`src/rtl/store_narrow_if.sv`:
```
// Store request and byte-wide memory write port bundle for the narrowing store unit.
// The slave modport is the store unit; the master modport is the pipeline/memory side.
interface store_narrow_if #(
    parameter int ADDR_W = 32
);
    logic              st_valid;
    logic              st_ready;
    logic [1:0]        st_size;
    logic [ADDR_W-1:0] st_addr;
    logic [31:0]       st_data;
    logic              mem_wr;
    logic [ADDR_W-1:0] mem_addr;
    logic [7:0]        mem_wdata;
    logic              mem_ack;
    logic              st_done;
    logic              st_misalign;

    modport slave (
        input  st_valid, st_size, st_addr, st_data, mem_ack,
        output st_ready, mem_wr, mem_addr, mem_wdata, st_done, st_misalign
    );

    modport master (
        output st_valid, st_size, st_addr, st_data, mem_ack,
        input  st_ready, mem_wr, mem_addr, mem_wdata, st_done, st_misalign
    );
endinterface

```
`src/rtl/store_narrow_unit.sv`:
```
// Narrowing store path: truncates a register to SB/SH/SW size and writes it to a
// byte-wide memory port one little-endian lane per acknowledged beat.
//
// state | meaning
// ------+--------------------------------------------------------------
// IDLE  | st_ready high; accepts requests, rejects illegal ones in place
// WRITE | presenting beat k of the latched store until mem_ack
module store_narrow_unit #(
    parameter int ADDR_W = 32
) (
    input  logic          clk,
    input  logic          rst_n,
    store_narrow_if.slave bus
);
    typedef enum logic {
        IDLE,
        WRITE
    } state_t;

    state_t            state_q, state_d;
    logic [1:0]        k_q, k_d;
    logic [1:0]        last_q, last_d;
    logic [ADDR_W-1:0] base_q, base_d;
    logic [31:0]       data_q, data_d;

    logic              st_ready_q, st_ready_d;
    logic              mem_wr_q, mem_wr_d;
    logic [ADDR_W-1:0] mem_addr_q, mem_addr_d;
    logic [7:0]        mem_wdata_q, mem_wdata_d;
    logic              st_done_q, st_done_d;
    logic              st_misalign_q, st_misalign_d;

    logic              accept;
    logic              illegal;
    logic [1:0]        k_next;
    logic [1:0]        last_of_size;

    function automatic logic [7:0] lane(input logic [31:0] word, input logic [1:0] idx);
        logic [7:0] b;
        case (idx)
            2'd0:    b = word[7:0];
            2'd1:    b = word[15:8];
            2'd2:    b = word[23:16];
            default: b = word[31:24];
        endcase
        return b;
    endfunction

    always_comb begin
        illegal = 1'b0;
        case (bus.st_size)
            2'b00:   illegal = 1'b0;
            2'b01:   illegal = bus.st_addr[0];
            2'b10:   illegal = (bus.st_addr[1:0] != 2'b00);
            default: illegal = 1'b1;
        endcase
    end

    // Beat counter compares against the index of the final beat, not the beat count.
    always_comb begin
        case (bus.st_size)
            2'b01:   last_of_size = 2'd1;
            2'b10:   last_of_size = 2'd3;
            default: last_of_size = 2'd0;
        endcase
    end

    assign accept = bus.st_valid && st_ready_q;
    assign k_next = k_q + 2'd1;

    always_comb begin
        state_d       = state_q;
        k_d           = k_q;
        last_d        = last_q;
        base_d        = base_q;
        data_d        = data_q;
        st_ready_d    = st_ready_q;
        mem_wr_d      = mem_wr_q;
        mem_addr_d    = mem_addr_q;
        mem_wdata_d   = mem_wdata_q;
        st_done_d     = 1'b0;
        st_misalign_d = 1'b0;

        case (state_q)
            IDLE: begin
                st_ready_d = 1'b1;
                mem_wr_d   = 1'b0;
                if (accept) begin
                    if (illegal) begin
                        st_misalign_d = 1'b1;
                    end else begin
                        state_d     = WRITE;
                        k_d         = 2'd0;
                        last_d      = last_of_size;
                        base_d      = bus.st_addr;
                        data_d      = bus.st_data;
                        st_ready_d  = 1'b0;
                        mem_wr_d    = 1'b1;
                        mem_addr_d  = bus.st_addr;
                        mem_wdata_d = bus.st_data[7:0];
                    end
                end
            end

            WRITE: begin
                if (bus.mem_ack && mem_wr_q) begin
                    if (k_q == last_q) begin
                        state_d    = IDLE;
                        st_ready_d = 1'b1;
                        mem_wr_d   = 1'b0;
                        st_done_d  = 1'b1;
                    end else begin
                        k_d         = k_next;
                        mem_addr_d  = base_q + {{(ADDR_W-2){1'b0}}, k_next};
                        mem_wdata_d = lane(data_q, k_next);
                    end
                end
            end

            default: begin
                state_d    = IDLE;
                st_ready_d = 1'b1;
                mem_wr_d   = 1'b0;
            end
        endcase
    end

    always_ff @(posedge clk or negedge rst_n) begin
        if (!rst_n) begin
            state_q       <= IDLE;
            k_q           <= 2'd0;
            last_q        <= 2'd0;
            base_q        <= '0;
            data_q        <= '0;
            st_ready_q    <= 1'b1;
            mem_wr_q      <= 1'b0;
            mem_addr_q    <= '0;
            mem_wdata_q   <= '0;
            st_done_q     <= 1'b0;
            st_misalign_q <= 1'b0;
        end else begin
            state_q       <= state_d;
            k_q           <= k_d;
            last_q        <= last_d;
            base_q        <= base_d;
            data_q        <= data_d;
            st_ready_q    <= st_ready_d;
            mem_wr_q      <= mem_wr_d;
            mem_addr_q    <= mem_addr_d;
            mem_wdata_q   <= mem_wdata_d;
            st_done_q     <= st_done_d;
            st_misalign_q <= st_misalign_d;
        end
    end

    assign bus.st_ready    = st_ready_q;
    assign bus.mem_wr      = mem_wr_q;
    assign bus.mem_addr    = mem_addr_q;
    assign bus.mem_wdata   = mem_wdata_q;
    assign bus.st_done     = st_done_q;
    assign bus.st_misalign = st_misalign_q;
endmodule

```
`src/flat_wrapper.sv`:
```
// flat-port wrapper written by rule: the top's interface ports become plain ports
module store_narrow_unit_flat 
#(
    parameter int ADDR_W = 32
)
  (clk, rst_n, bus_st_valid, bus_st_size, bus_st_addr, bus_st_data, bus_mem_ack, bus_st_ready, bus_mem_wr, bus_mem_addr, bus_mem_wdata, bus_st_done, bus_st_misalign);
  store_narrow_if #(.ADDR_W(ADDR_W)) bus_i ();
  input  logic clk;
  input  logic rst_n;
  input wire logic [$bits(bus_i.st_valid)-1:0] bus_st_valid;
  input wire logic [$bits(bus_i.st_size)-1:0] bus_st_size;
  input wire logic [$bits(bus_i.st_addr)-1:0] bus_st_addr;
  input wire logic [$bits(bus_i.st_data)-1:0] bus_st_data;
  input wire logic [$bits(bus_i.mem_ack)-1:0] bus_mem_ack;
  output wire logic [$bits(bus_i.st_ready)-1:0] bus_st_ready;
  output wire logic [$bits(bus_i.mem_wr)-1:0] bus_mem_wr;
  output wire logic [$bits(bus_i.mem_addr)-1:0] bus_mem_addr;
  output wire logic [$bits(bus_i.mem_wdata)-1:0] bus_mem_wdata;
  output wire logic [$bits(bus_i.st_done)-1:0] bus_st_done;
  output wire logic [$bits(bus_i.st_misalign)-1:0] bus_st_misalign;
  assign bus_i.st_valid = bus_st_valid;
  assign bus_i.st_size = bus_st_size;
  assign bus_i.st_addr = bus_st_addr;
  assign bus_i.st_data = bus_st_data;
  assign bus_i.mem_ack = bus_mem_ack;
  assign bus_st_ready = bus_i.st_ready;
  assign bus_mem_wr = bus_i.mem_wr;
  assign bus_mem_addr = bus_i.mem_addr;
  assign bus_mem_wdata = bus_i.mem_wdata;
  assign bus_st_done = bus_i.st_done;
  assign bus_st_misalign = bus_i.st_misalign;
  store_narrow_unit #(.ADDR_W(ADDR_W)) u_core (.clk(clk), .rst_n(rst_n), .bus(bus_i));
endmodule
```
`config.mk`:
```
export PLATFORM = sky130hd
export DESIGN_NAME = store_narrow_unit_flat
export DESIGN_NICKNAME = d
export VERILOG_FILES = /design/src/rtl/store_narrow_if.sv /design/src/rtl/store_narrow_unit.sv /design/src/flat_wrapper.sv
export SDC_FILE = /design/constraint.sdc
export NUM_CORES = 1
export LEC_CHECK = 0
export ABC_AREA = 1
export CAP_MARGIN = 10
export CORE_UTILIZATION = 48
export CTS_CLUSTER_SIZE = 12
export DETAILED_ROUTE_END_ITERATION = 8
export GPL_ROUTABILITY_DRIVEN = 1
export GPL_TIMING_DRIVEN = 0
export PLACE_DENSITY = 0.81
export SYNTH_ARGS = -nofsm -noshare
export SYNTH_HDL_FRONTEND = slang
export SYNTH_SLANG_ARGS = --single-unit
export TNS_END_PERCENT = 10
```
`constraint.sdc`:
```
create_clock -name clk -period 2.1 [get_ports clk]
set_input_delay 0.42 -clock clk [delete_from_list [all_inputs] [get_ports clk]]
set_output_delay 0.42 -clock clk [all_outputs]
set_load 0.03 [all_outputs]
```
==> flow_summary.yaml, run 1 <==
run_status:
  status: "finished clean"
timing:
  setup_viol: 0
  finalCritPeriodShare: 0.984
  hold_slack_ns: 0.444
  tightest_slew_ns: 0.622
  maxSlewViolCount: 0
  setup_tns_ns: 0
  skew_ns: 0.00842
  max_freq_ghz: 0.484
  max_slew_margin: 0.585
  rsz0062_at_grt: "true"
  final.min_clock_period_ns: 2.07
  hold_violations: 0
clock_network:
  clk_path_buf_depth: 2
  clock_latency_ns: 0.43
  cts_buffers: 17
  ctsHtreeMaxLevel: 4
  cts_tree: "built"
  root_buffer: "clkbuf_16"
  clkSlewWorstSetupHoldPaths_ns: 0.06
  cts_sinks: 113
yosys:
  synth_most_common_cell: "nand2_1"
  ys_warn_count: 0
  synth_edf_count: 0
  yosysUniqueCellTypes: 32
  ys_seq_elements: 113
  synth_common_cells: "nand2_1 (310), dfrtp_1 (112), nand3_1 (93)"
  synth_seq_area_share: 0.465
  synth_flop_cell: "dfrtp_1"
  syn_inst: 823
  syn_area_per_cell_um2: 7.39
  synthArstFlopShare: 1.00
  yosys.area.top_type: "dfrtp_1"
  synth_area_um2: 6080
  synth_top_area_frac: 0.461
  synthTopCellsByArea: "dfrtp_1 (46%), nand2_1 (19%), nand3_1 (7.6%), nor2_1 (4.5%), o21ai_0 (3.8%)"
  synth_fp_nets: 903
final_layout:
  antenna_cells: 0
  fin_nets: 1043
  design_area_um2: 8230
  area_growth_pct: 35.2
  drive_gt1_frac: 0.118
worst_setup_path:
  cp_data_arrival_time_ns: 2.38
  crit_path_start: "u_core.k_q[0]"
  path_max_fanout: 5
  critical_path_class: "register to register"
  cpPeakStageDelay_ns: 0.45
  r2r-start: "u_core.k_q[0]"
  path_cells: "inv_4 -> ha_4 -> fa_2 -> nand3_2 -> inv_4 -> nand2_2 -> inv_1 -> nor2_1 -> o21ai_1 -> nand2_1 -> nand2_1"
  crit_slowest_cell: "dfrtp_2"
  cp-end-kind: "register"
  critical_path.top_delay_family: "adder cells"
  crit_required_ns: 2.42
  critical_path_buf_inv_count: 3
  critPathLaunchType: "register"
global_route:
  grt_max_degree: 82
  grt_use_met1: 0.385
  use_met2: 0.512
  track_usage: 0.304
  grt_pass1_vias: 5797
  grt_busiest_layer: "met2"
  grtUsageMet3: 0.0683
  grt_antenna_before_repair: 0
  grt_first_pass_wirelength_um: 29900
  grt_overflow: 0
power_and_ir_drop:
  comb_power_share: 0.447
  power_density_nw_per_um2: 1550
  switchingPower_w: 0.00540
  swShare: 0.424
  p_total_w: 0.0128
  ir_drop_v: 0.000831
  p_leak_nw: 3.80
  seqPwrFrac: 0.314
  p_int_w: 0.00735
  p_clk_frac: 0.239
routing:
  post-route-drc-count: 0
  vias: 6024
  drt_iter0_drc: 514
  drt-total-wl_um: 18800
  wire_per_inst_um: 16.4
  viasPerCell: 5.27
  drt_first_pass_iters: 6
  ant_nets: 0
die:
  die_w_um: 115
  design.core.area_um2: 12200
  die_y_um: 115
  initial_core_util: 0.500
  die_area_um2: 13100
  row_count: 40
  io_pins: 114
placed_design:
  dpl_cell_area_um2: 7450
  io_buffer_count: 113
  place_congestion: 0.951
  dpl.hpwl_um: 13800
hold_path:
  min_path_type: "primary input to async pin"
flow_run:
  cap_violations: 0
final timing paths:
path,to,slack (ns),cells past startpoint
worst max-delay path,u_core.bus.mem_addr[8],0.03,11
worst min-delay path,u_core.bus.mem_addr[10],0.44,2
worst max register to register,u_core.bus.mem_addr[8],0.03,11
worst min register to register,u_core.data_q[13],0.48,2
max in group asynchronous,u_core.bus.st_ready,0.91,3
min in group clk,u_core.data_q[13],0.48,2
final cells by class:
class | instances | area (um^2)
multi-input combinational | 614 | 2890
inverter | 54 | 208
fill | 1024 | 3930
clock inverter | 15 | 196
tap | 168 | 210
buffer | 42 | 254
timing repair buffer | 121 | 1210
clock buffer | 17 | 425
sequential | 113 | 2830
power by group through the flow:
stage | Combinational, W | Sequential, W | Clock [W]
2_1_floorplan | 0.00286 | 0.00459 | 0
4_1_cts | 0.00560 | 0.00398 | 0.00307
3_3_place_gp | 0.00537 | 0.00397 | 0
5_1_grt | 0.00624 | 0.00411 | 0.00319
6_report | 0.00570 | 0.00401 | 0.00305
3_5_place_dp | 0.00549 | 0.00397 | 0
metrics by stage:
| stage | util | cells | setup WS [ns] |
|---|---|---|---|
| after detailed placement | 0.613 | 1105 | -0.337 |
| after CTS | 0.670 | 1138 | -0.0110 |
| after floorplan | - | 823 | 0.101 |
| after global placement | 0.611 | 1104 | -3.74 |
| final | 0.677 | 1144 | 0.0334 |
| after global routing | 0.677 | 1144 | -0.0281 |
worst reg2reg max path, delay by kind of cell, from the launching register on:
| kind | cells | cell delay, ns |
|---|---|---|
| adder cells (fa/ha/maj) | 2 | 0.66 |
| flip-flops | 1 | 0.45 |
| AO/OA/AOI/OAI | 1 | 0.10 |
| buffers and inverters | 3 | 0.28 |
| AND/OR/NAND/NOR | 5 | 0.48 |
sequential cells by signal, summed over array words and instances, names as in the netlist:
name                    flops
u_core.state_q              1
u_core.base_q              32
u_core.bus.mem_wr           1
u_core.bus.st_ready         1
u_core.bus.st_done          1
u_core.last_q               2
u_core.data_q              32
u_core.bus.mem_addr        32
u_core.bus.mem_wdata        8
u_core.bus.st_misalign      1
u_core.k_q                  2
kinds of logic (layout without fill, tap and decap cells):
logic type	Yosys count	after routing	synth area share
AND/OR/NAND/NOR	495	495	0.337
flip-flops	113	113	0.465
AO/OA/AOI/OAI	105	105	0.0954
buffers and inverters	96	249	0.0751
adder cells (fa/ha/maj)	10	10	0.0218
XOR/XNOR	4	4	0.00576
metal layers:
layer,vias to the layer above,routed length [um]
li1,2917,-
met1,2821,7910
met2,245,9080
met3,41,1290
met4,0,527
met5,-,0
layout by cell type, fill, tap and decap left out, types with 4 or more instances in the layout:
cell type	netlist	final
dfrtp_1	112	111
a22oi_1	8	8
nor2_4	0	5
o211ai_1	6	6
buf_4	3	9
o21ai_0	46	45
clkdlybuf4s50_1	0	112
clkinv_4	0	4
or2_2	9	9
buf_6	8	9
clkbuf_16	0	17
clkbuf_1	10	10
nand3_1	93	91
inv_6	0	6
a21oi_2	4	4
inv_2	3	4
a21oi_1	37	37
nand2_1	310	304
ha_1	9	7
inv_1	51	48
nor2_1	73	69
buf_2	20	20
nand2_2	2	7
repair_timing:
| item | CTS | global route |
|---|---|---|
| resized for setup | 18 | 11 |
| pin swaps | 1 | 3 |
| setup endpoints to repair | 25 | 20 |
| buffers inserted | 0 | 6 |
| hold endpoints to repair | 32 | 0 |
| hold buffers | 1 | 0 |
Note: power is estimated with default switching activity, not from simulation.
==> run 2, diff against run 1 <==
Settings changed: CORE_MARGIN set to 2.
==> flow_summary.yaml, run 2 (same netlist as run 1, synthesis figures left out) <==
run_status:
  status: "finished, violations left"
  violations: "negative hold slack"
clock_network:
  cts_buffers: 17
  ctsHtreeMaxLevel: 4
  clock_latency_ns: 0.43
  clk_path_buf_depth: 2
  clkSlewWorstSetupHoldPaths_ns: 0.06
  cts_tree: "built"
  cts_sinks: 113
  root_buffer: "clkbuf_16"
placed_design:
  dpl.hpwl_um: 13600
  io_buffer_count: 113
  place_ws_ns: -0.351
  place_congestion: 0.959
timing:
  max_slew_margin: 0.593
  skew_ns: 0.0143
  setup_viol: 0
  tightest_slew_ns: 0.611
  max_freq_ghz: 0.486
  finalCritPeriodShare: 0.979
  layout_setup_ws_ns: 0.0435
  final.min_clock_period_ns: 2.06
  hold_violations: 5
  maxSlewViolCount: 0
  hold_slack_ns: -0.00299
final_layout:
  multi_input_area_um2: 2890
  ff_latch_area_um2: 2830
  area_growth_pct: 34.8
  antenna_cells: 0
  nFillCells: 1127
  mostFrequentLayoutCell: "nand2_1"
  drive_gt1_frac: 0.116
  fin_nets: 1041
  final_cell_mix: "nand2_1 (304), clkdlybuf4s50_1 (112), dfrtp_1 (111), nand3_1 (91), nor2_1 (70)"
worst_setup_path:
  critical_path_buf_inv_count: 3
  reg2reg_to: "u_core.bus.mem_addr[8]"
  r2r-start: "u_core.k_q[0]"
  crit_slowest_cell: "dfrtp_2"
  path_max_fanout: 4
  cp_common_cell: "nand2_1"
  crit_required_ns: 2.41
  cpPeakStageDelay_ns: 0.42
  path_cells: "inv_2 -> ha_4 -> fa_2 -> nand3_4 -> inv_4 -> nand2_2 -> inv_1 -> nor2_1 -> o21ai_0 -> nand2_1 -> nand2_1"
  cp_data_arrival_time_ns: 2.37
  r2r_setup_slack_ns: 0.04
  ff2ff_path_depth: 11
  cp-end-kind: "register"
  critical_path_class: "register to register"
  critical_path.top_delay_family: "adder cells"
  critPathLaunchType: "register"
routing:
  post-route-drc-count: 0
  wl_met3_um: 957
  ant_nets: 0
  vias: 5943
  viasPerCell: 5.19
  wl_met1_um: 8070
  wl_met2_um: 9050
  drt_iter0_drc: 426
  drt-total-wl_um: 18600
  highest_layer: "met4"
  drt_first_pass_iters: 5
  wire_per_inst_um: 16.2
power_and_ir_drop:
  ir_drop_v: 0.000636
  p_total_w: 0.0126
  p_leak_nw: 3.77
  power_density_nw_per_um2: 1540
hold_path:
  min_path_type: "primary input to async pin"
global_route:
  grt_overflow: 0
  grt_first_pass_wirelength_um: 29400
  track_usage: 0.288
  grt_pass1_vias: 5771
  grt_max_degree: 70
  grt_antenna_before_repair: 0
die:
  die_area_um2: 13600
  initial_core_util: 0.486
  design.core.area_um2: 12500
  die_w_um: 117
  io_pins: 114
  row_count: 41
  die_y_um: 117
flow_run:
  cap_violations: 0
run 2: cell count changes in the layout (fill, tap and decap cells not counted), sizes merged:
cell,previous run,this run
buf,40,39
clkinv,4,6
clkinvlp,1,3
dlygate4sd3,1,0
inv,61,57
run 2: area by class of cell:
type                    instances  area share
multi-input cells             614       0.353
flip-flops and latches        113       0.345
repair buffers                119       0.146
clock buffers                  17      0.0519
plain buffers                  42      0.0310
well taps                     172      0.0262
inverters                      54      0.0250
clock inverters                15      0.0224
run 2: power breakdown:
part	internal (W)	switching (W)	total, W
registers	0.00323	0.000739	0.00397
clock network	0.00187	0.00109	0.00296
logic	0.00223	0.00348	0.00572
run 2: metrics by stage:
stage	util	hold WS (ns)	setup TNS, ns	instances	instance area (um^2)
final	0.655	-0.00299	0	1146	8200
after CTS	0.650	0.0171	-0.0329	1144	8140
after global placement	0.594	0.464	-421.58	1108	7430
after detailed placement	0.596	0.465	-12.19	1109	7460
after global routing	0.655	0.0364	-0.0126	1146	8200
after floorplan	-	0.124	0	823	6080
run 2: worst reg2reg max path, delay by kind of cell, from the launching register on:
| kind | cells | cell delay (ns) |
|---|---|---|
| DFF | 1 | 0.42 |
| buffers and inverters | 3 | 0.29 |
| adders and majority gates | 2 | 0.64 |
| and+or+nand+nor | 5 | 0.47 |
| AOI/OAI and AO/OA | 1 | 0.13 |
run 2: layer usage:
metal  global-route usage  vias up
met5                    0        -
met4               0.0980        0
met3               0.0581       33
met2                0.488      202
met1                0.370     2793
li1                     -     2915
run 2: worst max path at each step:
stage / start / cells after the start / endpoint
after floorplan: u_core.k_q[0] / 13 / u_core.bus.mem_addr[18]
after global placement: rst_n / 1 / u_core.k_q[0]
after detailed placement: u_core.k_q[0] / 12 / u_core.bus.mem_addr[29]
after CTS: u_core.k_q[0] / 10 / u_core.bus.mem_addr[6]
after global routing: u_core.k_q[0] / 10 / u_core.bus.mem_addr[28]
final: u_core.k_q[0] / 11 / u_core.bus.mem_addr[8]
run 2: repair_timing:
action / 4_1_cts / 5_1_grt
resized for setup: 15 / 12
setup buffers: 3 / 2
pin swaps: 2 / 4
hold buffers: 0 / 0
endpoints found under the setup margin: 26 / 22
endpoints found under the hold margin: 0 / 0
